### src/rtl/pwm_capture_if.sv
// pwm_capture_if: control inputs and measurement results between a host and pwm_capture.
interface pwm_capture_if #(parameter int RESOLUTION = 16);
  logic                  enable;
  logic                  sigin;
  logic                  clr_ovf;
  logic [RESOLUTION-1:0] onperiod;
  logic [RESOLUTION-1:0] offperiod;
  logic                  valid;
  logic                  overflow;
  logic                  active;
  modport master (
    output enable, sigin, clr_ovf,
    input  onperiod, offperiod, valid, overflow, active
  );
  modport slave (
    input  enable, sigin, clr_ovf,
    output onperiod, offperiod, valid, overflow, active
  );
endinterface

### src/rtl/pwm_capture.sv
// pwm_capture: measures high/low durations of an asynchronous input in clkin ticks (reported as ticks - 1).
module pwm_capture #(
  parameter int RESOLUTION = 16
) (
  input logic         clkin,
  input logic         rst,
  pwm_capture_if.slave bus
);
  typedef enum logic [2:0] {IDLE, ARM, WAIT_RISE, HIGH, LOW} state_e;
  state_e                state_q;
  logic                  s1_q, s2_q, s3_q;
  logic [RESOLUTION-1:0] cnt_q, on_cap_q, onperiod_q, offperiod_q;
  logic                  valid_q, overflow_q, active_q;
  logic                  rise, fall, lvl, cnt_max;
  assign rise    = s2_q & ~s3_q;
  assign fall    = ~s2_q & s3_q;
  assign lvl     = s2_q;
  assign cnt_max = &cnt_q;
  assign bus.onperiod  = onperiod_q;
  assign bus.offperiod = offperiod_q;
  assign bus.valid     = valid_q;
  assign bus.overflow  = overflow_q;
  assign bus.active    = active_q;
  // A level that saturates the counter abandons the period and re-arms, so a clear racing it loses
  always_ff @(posedge clkin) begin
    if (rst) begin
      state_q     <= IDLE;
      s1_q        <= 1'b0;
      s2_q        <= 1'b0;
      s3_q        <= 1'b0;
      cnt_q       <= '0;
      on_cap_q    <= '0;
      onperiod_q  <= '0;
      offperiod_q <= '0;
      valid_q     <= 1'b0;
      overflow_q  <= 1'b0;
      active_q    <= 1'b0;
    end else begin
      s1_q    <= bus.sigin;
      s2_q    <= s1_q;
      s3_q    <= s2_q;
      valid_q <= 1'b0;
      if (bus.clr_ovf) overflow_q <= 1'b0;
      if (!bus.enable) begin
        state_q  <= IDLE;
        cnt_q    <= '0;
        on_cap_q <= '0;
        active_q <= 1'b0;
      end else begin
        case (state_q)
          IDLE: state_q <= ARM;
          ARM: if (!lvl) state_q <= WAIT_RISE;
          WAIT_RISE: if (rise) begin
            state_q  <= HIGH;
            cnt_q    <= '0;
            active_q <= 1'b1;
          end
          HIGH: if (fall) begin
            on_cap_q <= cnt_q;
            cnt_q    <= '0;
            state_q  <= LOW;
          end else if (cnt_max) begin
            overflow_q <= 1'b1;
            state_q    <= ARM;
            cnt_q      <= '0;
            active_q   <= 1'b0;
          end else cnt_q <= cnt_q + RESOLUTION'(1);
          LOW: if (rise) begin
            onperiod_q  <= on_cap_q;
            offperiod_q <= cnt_q;
            valid_q     <= 1'b1;
            cnt_q       <= '0;
            state_q     <= HIGH;
          end else if (cnt_max) begin
            overflow_q <= 1'b1;
            state_q    <= ARM;
            cnt_q      <= '0;
            active_q   <= 1'b0;
          end else cnt_q <= cnt_q + RESOLUTION'(1);
          default: state_q <= IDLE;
        endcase
      end
    end
  end
endmodule

### src/flat_wrapper.sv
// flat-port wrapper written by rule: the top's interface ports become plain ports
module pwm_capture_flat 
#(
  parameter int RESOLUTION = 16
)
  (clkin, rst, bus_enable, bus_sigin, bus_clr_ovf, bus_onperiod, bus_offperiod, bus_valid, bus_overflow, bus_active);
  pwm_capture_if #(.RESOLUTION(RESOLUTION)) bus_i ();
  input logic clkin;
  input logic rst;
  input wire logic [$bits(bus_i.enable)-1:0] bus_enable;
  input wire logic [$bits(bus_i.sigin)-1:0] bus_sigin;
  input wire logic [$bits(bus_i.clr_ovf)-1:0] bus_clr_ovf;
  output wire logic [$bits(bus_i.onperiod)-1:0] bus_onperiod;
  output wire logic [$bits(bus_i.offperiod)-1:0] bus_offperiod;
  output wire logic [$bits(bus_i.valid)-1:0] bus_valid;
  output wire logic [$bits(bus_i.overflow)-1:0] bus_overflow;
  output wire logic [$bits(bus_i.active)-1:0] bus_active;
  assign bus_i.enable = bus_enable;
  assign bus_i.sigin = bus_sigin;
  assign bus_i.clr_ovf = bus_clr_ovf;
  assign bus_onperiod = bus_i.onperiod;
  assign bus_offperiod = bus_i.offperiod;
  assign bus_valid = bus_i.valid;
  assign bus_overflow = bus_i.overflow;
  assign bus_active = bus_i.active;
  pwm_capture #(.RESOLUTION(RESOLUTION)) u_core (.clkin(clkin), .rst(rst), .bus(bus_i));
endmodule
### config.mk
export PLATFORM = sky130hd
export DESIGN_NAME = pwm_capture_flat
export DESIGN_NICKNAME = d
export VERILOG_FILES = /design/src/rtl/pwm_capture_if.sv /design/src/rtl/pwm_capture.sv /design/src/flat_wrapper.sv
export SDC_FILE = /design/constraint.sdc
export NUM_CORES = 1
export LEC_CHECK = 0
export ABC_AREA = 0
export CAP_MARGIN = 0
export CORE_MARGIN = 2
export CORE_UTILIZATION = 40
export CTS_BUF_LIST = sky130_fd_sc_hd__clkbuf_4 sky130_fd_sc_hd__clkbuf_8
export CTS_CLUSTER_DIAMETER = 30
export DETAILED_ROUTE_END_ITERATION = 8
export GPL_TIMING_DRIVEN = 0
export PLACE_DENSITY = 0.64
export SYNTH_ARGS = -nofsm -noshare
export SYNTH_HDL_FRONTEND = slang
export SYNTH_SLANG_ARGS = --single-unit
export TNS_END_PERCENT = 100
### constraint.sdc
create_clock -name clkin -period 1.75 [get_ports clkin]
set_clock_uncertainty 0.1 [all_clocks]
set_input_delay 0.2625 -clock clkin [delete_from_list [all_inputs] [get_ports clkin]]
set_output_delay 0.2625 -clock clkin [all_outputs]
set_load 0.01 [all_outputs]
# Word level (Yosys, flattened, before mapping)
# Cells that the tools add are included.
# totals
wordCells	59
out_inout_bits	35
register_bits	73
input_bits	5
# op_classes
eq_ne	8
bitwise_logic	6
n_addsub	1
muxes	23
reduce_logical	10
# op_table
cell	n
2-to-1 mux 16 bit	4
case mux 16 bit (3 select lines)	1
adder 16 x 1 -> 16 bit (second input constant)	1
AND reduction 16 bit	1
2-to-1 mux 3 bit	5
case mux 3 bit (5 select lines)	1
2-to-1 mux 1 bit	10
equality test 3 x 2 -> 1 bit (second input constant)	2
inequality test 2 bit (second input constant)	3
AND reduction 2 bit	3
inverter 1 bit	4
AND reduction 4 bit	1
equality test 3 x 1 -> 1 bit (second input constant)	1
equality test 3 bit (second input constant)	1
zero test 3 bit	1
case mux 1 bit (3 select lines)	1
AND reduction 3 bit	1
nonzero test 3 bit	1
OR reduction 3 bit	1
AND 1 bit	2
inequality test 2 x 1 -> 1 bit (second input constant)	1
case mux 1 bit (2 select lines)	1
OR reduction 2 bit	1

# Longest topological paths before layout
# Gate-level depths: netlist of the first run.
# depth
word_depth	5
depth_mapped	8
mapped_depth_nobuf	6

# Least setup slack after synthesis of the first run
# Ideal clock, no wire load.
# synth_timing
path_type	register to register
from	reg u_core.cnt_q[0]
to	reg u_core.cnt_q[0]
synth_period_minus_slack_ps	1902
setup_time_ps	117
path_buffers	1
stages_incl_launch_ff	8
arrival_ps	1685
path_slack_ps	-152
t_required_ps	1533
cell_sequence	dfxtp_1 -> ha_1 -> nand4_1 -> nor4_4 -> a21oi_2 -> o21ai_2 -> buf_2 -> nor2_1
# synth_between
elab_chain_cells	4
elab_cells_between_ends	6
cone_classes	1 x add/sub; 4 x mux; 1 x reduce/logical
# synth_lines
element	line_no	rtl
start: declaration	pwm_capture.sv:12	logic [RESOLUTION-1:0] cnt_q, on_cap_q, onperiod_q, offperiod_q;
start signal: assignment	pwm_capture.sv:67	end else cnt_q <= cnt_q + RESOLUTION'(1);
start signal: assignment	pwm_capture.sv:79	end else cnt_q <= cnt_q + RESOLUTION'(1);
adder 16 x 1 -> 16 bit / AND reduction 16 bit (equally long branches)	pwm_capture.sv:67, pwm_capture.sv:79, pwm_capture.sv:18	
2-to-1 mux 16 bit (*)	pwm_capture.sv:62, pwm_capture.sv:74	
2-to-1 mux 16 bit (on tied branches)	pwm_capture.sv:68, pwm_capture.sv:58	
case mux 16 bit (3 select lines) (*)	pwm_capture.sv:50	case (state_q)
# Every way passes the cells marked *; elsewhere a longest branch is shown, timed or not.
# A chain may end at the register's enable or synchronous reset.

# Worst setup path in the final report of the first run
# layout_timing
from	reg u_core.cnt_q[0]
to	reg u_core.cnt_q[7]
# The elaborated chain is that of the path after synthesis.

==> results of run 1 <==
==> Yosys cell counts (2+ instances only) <==
master	count	share of area
nand3_1	7	0.012
nand4_1	4	0.0086
inv_1	5	0.0064
o211ai_1	5	0.013
or4_1	2	0.0052
and3_1	2	0.0043
dfxtp_1	73	0.50
buf_2	9	0.015
nor2_1	34	0.044
nor3_1	3	0.0052
clkbuf_1	12	0.015
nand4b_1	2	0.0060
xnor2_1	2	0.0060
a21oi_1	41	0.070
and2_1	3	0.0064
o2111ai_1	6	0.018
o31ai_1	2	0.0052
a31oi_1	2	0.0043
nand2b_1	5	0.011
nor2b_1	5	0.011
nand2_1	72	0.093
o21ai_0	5	0.0086
mux2i_1	14	0.048
xor2_1	8	0.024
==> per-layer routing <==
metal  up-vias  routed length, um  share of wire
met4         0                106          0.015
met2        36               3210           0.46
li1       1289                  -              -
met1      1149               3430           0.49
met5         -                  0              0
met3        10                198          0.029
==> path summary, 6_finish.rpt <==
kind	endpoint	depth (start not counted)	slack [ns]	from
max	u_core.cnt_q[7]$_SDFFE_PP0P_	7	-0.05	u_core.cnt_q[0]$_SDFFE_PP0P_
min	u_core.lvl$_SDFF_PP0_	1	0.34	u_core.s1_q$_SDFF_PP0_
max reg2reg	u_core.cnt_q[7]$_SDFFE_PP0P_	7	-0.05	u_core.cnt_q[0]$_SDFFE_PP0P_
min reg2reg	u_core.lvl$_SDFF_PP0_	1	0.34	u_core.s1_q$_SDFF_PP0_
==> report_power, final <==
part           internal [W]  switching (W)
clock network      0.000686       0.000638
logic             0.0000390      0.0000577
registers           0.00166     0.00000901
==> worst register-to-register path: stages (launching register included) <==
cell     delay (ns)
dfxtp_4        0.36
ha_4           0.16
nand4_1        0.12
buf_6          0.14
nor4_4         0.05
a21oi_4        0.20
or4b_4         0.48
a31oi_1        0.13
==> per-stage QoR <==
step           setup TNS [ns]  power [W]  hold slack (ns)  cell area [um2]  cells
5_1_grt                 -1.44    0.00316            0.369             3920    507
3_3_place_gp           -13.07    0.00179            0.318             3430    478
6_report               -0.124    0.00309            0.343             3920    507
2_1_floorplan               0    0.00176            0.291             2920    340
3_5_place_dp           -13.01    0.00179            0.340             3430    478
4_1_cts                 -1.25    0.00310            0.348             3800    504
==> sequential cells by signal (all words and copies together), names as in the netlist <==
register / flops
u_core.lvl: 1
u_core.state_q: 3
u_core.s1_q: 1
u_core.bus.onperiod: 16
u_core.on_cap_q: 16
u_core.s3_q: 1
u_core.cnt_q: 16
u_core.bus.offperiod: 16
u_core.bus.active: 1
u_core.bus.overflow: 1
u_core.bus.valid: 1
==> repair_timing <==
action                                  in CTS  in global routing
pin swaps                                   14                  8
endpoints found under the setup margin      56                 56
buffers inserted                            11                  4
gates resized for setup                     33                 33
hold endpoints to repair                     0                  0
cloned                                       1                  0
==> area by class of cell <==
class	instances	area share
buffer	20	0.0303
clock buffer	10	0.0351
clock inverter	5	0.0144
inverter	5	0.00479
multi-input combinational	240	0.368
sequential	73	0.381
tap	99	0.0316
timing repair buffer	55	0.135
==> kinds of logic after synthesis <==
| logic type | count (synthesis) | share of synthesized area |
|---|---|---|
| compound gates | 70 | 0.150 |
| mux | 14 | 0.0481 |
| xor+xnor | 10 | 0.0301 |
| flops | 73 | 0.502 |
| fa+ha+maj | 1 | 0.00429 |
| simple gates | 145 | 0.227 |
| buf+inv | 27 | 0.0386 |
==> summary.md, run 1 <==
| Metric | Value |
|---|---|
| Status | finished, violations left |
| Failing checks | negative setup slack |
| Root Buffer | clkbuf_8 |
| Top_reg_cell synth | dfxtp_1 |
| Initial core utilization | 0.408 |
| Top-Level Pins | 40 |
| H-tree levels | 3 |
| Global-route wire length before repair | ~11000 um |
| Final #Nets | between 400 and 500 |
| Post-synthesis cell area | roughly 3000 um2 |
| GR Layer Usage met1 | 0.244 |
| Pre-CTS WS | -0.405 ns |
| Final WS setup | -0.0501 ns |
| Total grt overflow | 0 |
| DIE AREA | about 8000 um2 |
| Total CTS buffers | 9 |
| Synthesized instance count | 340 |
| CP Max Fanout | 5 |
| Num rows | 31 |
| GRT Total Usage | 0.183 |
| GR Util met3 | 0.0360 |
| Min Tclk post-route | about 1.8 ns |
| Slew @ Worst Pin | roughly 0.55 ns |
| Hold Crit Class | reg -> reg |
| DR WL/cell | approximately 14 um |
| Netlist cell types | 41 |
| Core box area | ~7000 um2 |
| Critical Path Slowest Stage Cell | or4b_4 |
| Leakage | approximately 1.4 nW |
| GR peak layer | met2 |
| Buffers on Ports | 39 |
| Crit path kind | reg -> reg |
| Routed via count | approximately 2500 |
| CP Buf/Inv Count | 1 |
| Total length of routed wires | just under 7000 um |
| RSZ-0062 raised after global routing | yes |
| PwrDens | slightly below 800 nW/um2 |
| Count of state elements after synthesis | 73 |
| F_max | 556 MHz |
| DIE WIDTH | approximately 89 um |
| Initial antenna violation count | 0 |
| Multi-input logic area | about 1400 um2 |
| Commonest cells after routing, fill and taps aside | 72 x nand2_1, 59 x dfxtp_1, 39 x a21oi_1, 39 x clkdlybuf4s50_1, 27 x nor2_1 |
| Slew margin rel. | 0.632 |
| Top Family by Delay on Critical Path | simple AND/OR/NAND/NOR gates |
| FILL cells | 700 |
| # DRC | 0 |
| Pin count of the biggest net entering global routing | 13 |
| Clk slew on worst S/H paths | roughly 0.08 ns |
| Required @ worst endpoint | between 1.5 and 2 ns |
| Number of synthesized flops with an enable pin | 0 |
| Maxcap violations | 0 |
| Area delta synth->final | 34.6% |
| Clk sinks | 73 |
| Syn Nets | between 300 and 400 |
| Critical path cell sequence | ha_4, nand4_1, buf_6, nor4_4, a21oi_4, or4b_4, a31oi_1 |
| Worst setup SP type | flip-flop |
| Vias per cell | 4.90 |
| GP Congestion | roughly 0.8 |
| Detailed Place HPWL | around 4500 um |
| CP max stage delay | roughly 0.48 ns |
| Max rail drop VDD | approximately 0.00036 V |
| Fin. Hold Viols | 0 |
| Share of layout cells above drive strength 1 | 0.196 |
| Register area share after synthesis | 0.502 |
| Crit path DAT | about 2 ns |
| Hold buffer count at cts | 0 |
| Register Area | roughly 1500 um2 |
| Vias in the first global route | about 2200 |
| Die Span Y | 89.4 um |
| Final setup violation count | 11 |
| 1st-pass router iterations | 4 |
| Critical Path End Type | flip-flop |
| Fin crit share | 1.03 |
| Most common cell after layout, fill and taps aside | nand2_1 |
| Longest Clk Path Bufs | 2 |
| TritonCTS clock tree | built |
| Avg Inst Size Synth | 8.57 um2 |
| Met2 Usage GRT | 0.286 |
| Final core utilization | 0.549 |
| Ys Warns | 0 |
| DR iter-0 viols | roughly 100 |
| Antenna Cells | 0 |
| Worst skew pair latency | around 0.36 ns |
| Final Max Slew Viols | 0 |
| Post-route ant nets | 0 |
| Post-synthesis async set-or-reset flop share | 0 |
(Power assumes the default switching activity.)
==> inputs of run 2 (changes only) <==
CORE_UTILIZATION = 51   (was 40)
HOLD_SLACK_MARGIN = 0.05   (was default)
PLACE_DENSITY = 0.78   (was 0.64)
==> run 2 against run 1 <==
  * The flow still finishes with violations (negative setup slack)
  * Combinational power is 3.1% higher
  * Register-to-register slack hardly changed
  * Via count is 4.9% higher
  * Worst setup slack worse by 0.010 ns
  * Clock-buffer cell count is 3 higher
  * Cell count is 5.7% lower
  * Critical path depth is 1 lower
  * Sequential share of layout area is 0.73 points higher
  * First-iteration DRC count is 130% higher
  * Critical path type unchanged
  * Highest routed layer unchanged
==> summary.md, run 2 (same netlist as run 1, synthesis figures left out) <==
| Metric | Value |
|---|---|
| Status | finished, violations left |
| Failing checks | negative setup slack |
| DR WL/cell | 14.4 um (+5.0%) |
| Commonest cells after routing, fill and taps aside | 71 x nand2_1, 57 x dfxtp_1, 40 x a21oi_1, 39 x clkdlybuf4s50_1, 31 x nor2_1 |
| Vias per cell | 5.45 (+11%) |
| Initial antenna violation count | 0 (unchanged) |
| Maxcap violations | 0 (unchanged) |
| Most common cell after layout, fill and taps aside | nand2_1 |
| Clk slew on worst S/H paths | 0.07 ns (about the same) |
| Num rows | 27 (-13%) |
| GRT Total Usage | 0.231 (+0.0475) |
| 1st-pass router iterations | 4 (unchanged) |
| Total grt overflow | 0 (unchanged) |
| Die Span Y | 79.6 um (-11%) |
| Vias in the first global route | 2409 (+9.6%) |
| Total CTS buffers | 9 (unchanged) |
| Setup_tns | -0.567 ns (-0.444 ns) |
| DR iter-0 viols | 235 (+130%) |
| Hold Crit Class | reg -> reg |
| Worst Hold Depth | 1 (unchanged) |
| Critical Path End Type | flip-flop |
| Slew margin rel. | 0.630 (-0.00172) |
| DIE AREA | 6330 um2 (-21%) |
| FILL cells | 440 (-37%) |
| Total length of routed wires | 6870 um (-1.1%) |
| Pin count of the biggest net entering global routing | 12 (-1) |
| Reg-to-Reg End | u_core.cnt_q[10]$_SDFFE_PP0P_ |
| TritonCTS clock tree | built |
| PwrDens | 773 nW/um2 (-1.9%) |
| Max rail drop VDD | 0.000658 V (+85%) |
| Fin. Hold Viols | 0 (unchanged) |
| CP Max Fanout | 10 (+5) |
| Final setup violation count | 13 (+2) |
| Reg2reg setup slack | -0.06 ns (about the same) |
| Share of layout cells above drive strength 1 | 0.192 (-0.00396) |
| Post-route ant nets | 0 (unchanged) |
| Final WS setup | -0.0603 ns (-0.0102 ns) |
| Required @ worst endpoint | 1.88 ns (-0.05 ns) |
| Core box area | 5510 um2 (-23%) |
| Worst setup SP type | flip-flop |
| Clk sinks | 73 (unchanged) |
| Hold_sp | u_core.s1_q$_SDFF_PP0_ |
| Antenna Cells | 0 (unchanged) |
| Fin crit share | 1.03 (+0.00584) |
| Routed length on met3 | 392 um (+98%) |
| Crit path kind | reg -> reg |
| Root Buffer | clkbuf_8 |
| Slew @ Worst Pin | 0.555 ns (+0.00258 ns) |
| Final Max Slew Viols | 0 (unchanged) |
| H-tree levels | 3 (unchanged) |
| GP Congestion | 0.868 (+6.2%) |
| Worst Hold End | u_core.lvl$_SDFF_PP0_ |
| Longest Clk Path Bufs | 2 (unchanged) |
| Buffers on Ports | 39 (unchanged) |
| Detailed Place HPWL | 4390 um (-2.4%) |
| Final #Nets | 408 (-0.49%) |
| Met1 wire length | 2990 um (-13%) |
| Uppermost routed layer | met4 |
| Reg2Reg Launch Point | u_core.state_q[2]$_SDFFE_PP0P_ |
| Routed via count | 2605 (+4.9%) |
| Met2 wire length | 3350 um (+4.4%) |
| Min Tclk post-route | 1.81 ns (+0.0102 ns) |
| F_max | 552 MHz (-0.56%) |
| Worst skew pair latency | 0.34 ns (-0.02 ns) |
| # DRC | 0 (unchanged) |
| Leakage | 1.40 nW (+0.40%) |
| Area delta synth->final | 32.0% |
| Crit path DAT | 1.94 ns (-0.04 ns) |
| DIE WIDTH | 79.6 um (-11%) |
| Hold buffer count at cts | 0 (unchanged) |
| Reg2Reg Depth | 6 (-1) |
| Top-Level Pins | 40 (unchanged) |
| Initial core utilization | 0.529 (+0.121) |
| Global-route wire length before repair | 11300 um (+3.5%) |
| Final core utilization | 0.699 (+0.149) |
| RSZ-0062 raised after global routing | yes |
-- run 2: final cells by class --
| type | count | area [um2] | area share |
|---|---|---|---|
| flip-flops and latches | 73 | 1490 | 0.388 |
| multi-input cells | 240 | 1440 | 0.375 |
| well taps | 72 | 90.1 | 0.0234 |
| inverters | 5 | 18.8 | 0.00488 |
| repair buffers | 53 | 507 | 0.132 |
| clock inverters | 2 | 13.8 | 0.00358 |
| plain buffers | 20 | 114 | 0.0296 |
| clock buffers | 13 | 166 | 0.0433 |
-- run 2: stage by stage --
stage	instance area [um2]	hold WS, ns	cells	power, W	setup WS [ns]
after floorplan	2920	0.291	340	0.00176	0.0127
after global placement	3400	0.320	451	0.00178	-0.352
after detailed placement	3400	0.335	451	0.00179	-0.358
after CTS	3780	0.350	479	0.00299	-0.0466
after global routing	3850	0.362	478	0.00308	-0.126
final	3850	0.344	478	0.00297	-0.0603
-- run 2: worst max path at each step --
| stage | from | to | slack [ns] | cells after the start |
|---|---|---|---|---|
| after floorplan | u_core.cnt_q[0]$_SDFFE_PP0P_ | u_core.cnt_q[10]$_SDFFE_PP0P_ | 0.01 | 7 |
| after global placement | u_core.cnt_q[0]$_SDFFE_PP0P_ | u_core.cnt_q[10]$_SDFFE_PP0P_ | -0.35 | 7 |
| after detailed placement | u_core.cnt_q[0]$_SDFFE_PP0P_ | u_core.cnt_q[10]$_SDFFE_PP0P_ | -0.36 | 7 |
| after CTS | u_core.cnt_q[0]$_SDFFE_PP0P_ | u_core.cnt_q[8]$_SDFFE_PP0P_ | -0.05 | 7 |
| after global routing | u_core.state_q[2]$_SDFFE_PP0P_ | u_core.cnt_q[10]$_SDFFE_PP0P_ | -0.13 | 6 |
| final | u_core.state_q[2]$_SDFFE_PP0P_ | u_core.cnt_q[10]$_SDFFE_PP0P_ | -0.06 | 6 |
-- run 2: where the power goes --
| part | internal (W) | leakage, nW | total, W | switching (W) |
|---|---|---|---|---|
| clock network | 0.000617 | 0.0963 | 0.00120 | 0.000587 |
| logic | 0.0000411 | 0.708 | 0.0000996 | 0.0000585 |
| registers | 0.00166 | 0.598 | 0.00167 | 0.00000886 |
-- run 2: critical path, cell delays in order (launching register included) --
cell       delay, ns
dfxtp_2         0.33
and2b_1         0.23
a21boi_4        0.25
buf_2           0.26
o2111ai_1       0.19
xnor2_1         0.27
nor2_1          0.07
-- run 2: repair_timing --
action / CTS / global route
endpoints found under the setup margin: 60 / 56
buffers inserted: 13 / 0
pin swaps: 15 / 11
gates cloned: 1 / 0
resized for setup: 37 / 24
-- run 2: metal layers --
layer  track usage  vias up
li1              -     1283
met1         0.301     1238
met2         0.360       71
met3        0.0566       13
met4         0.107        0
met5             0        -
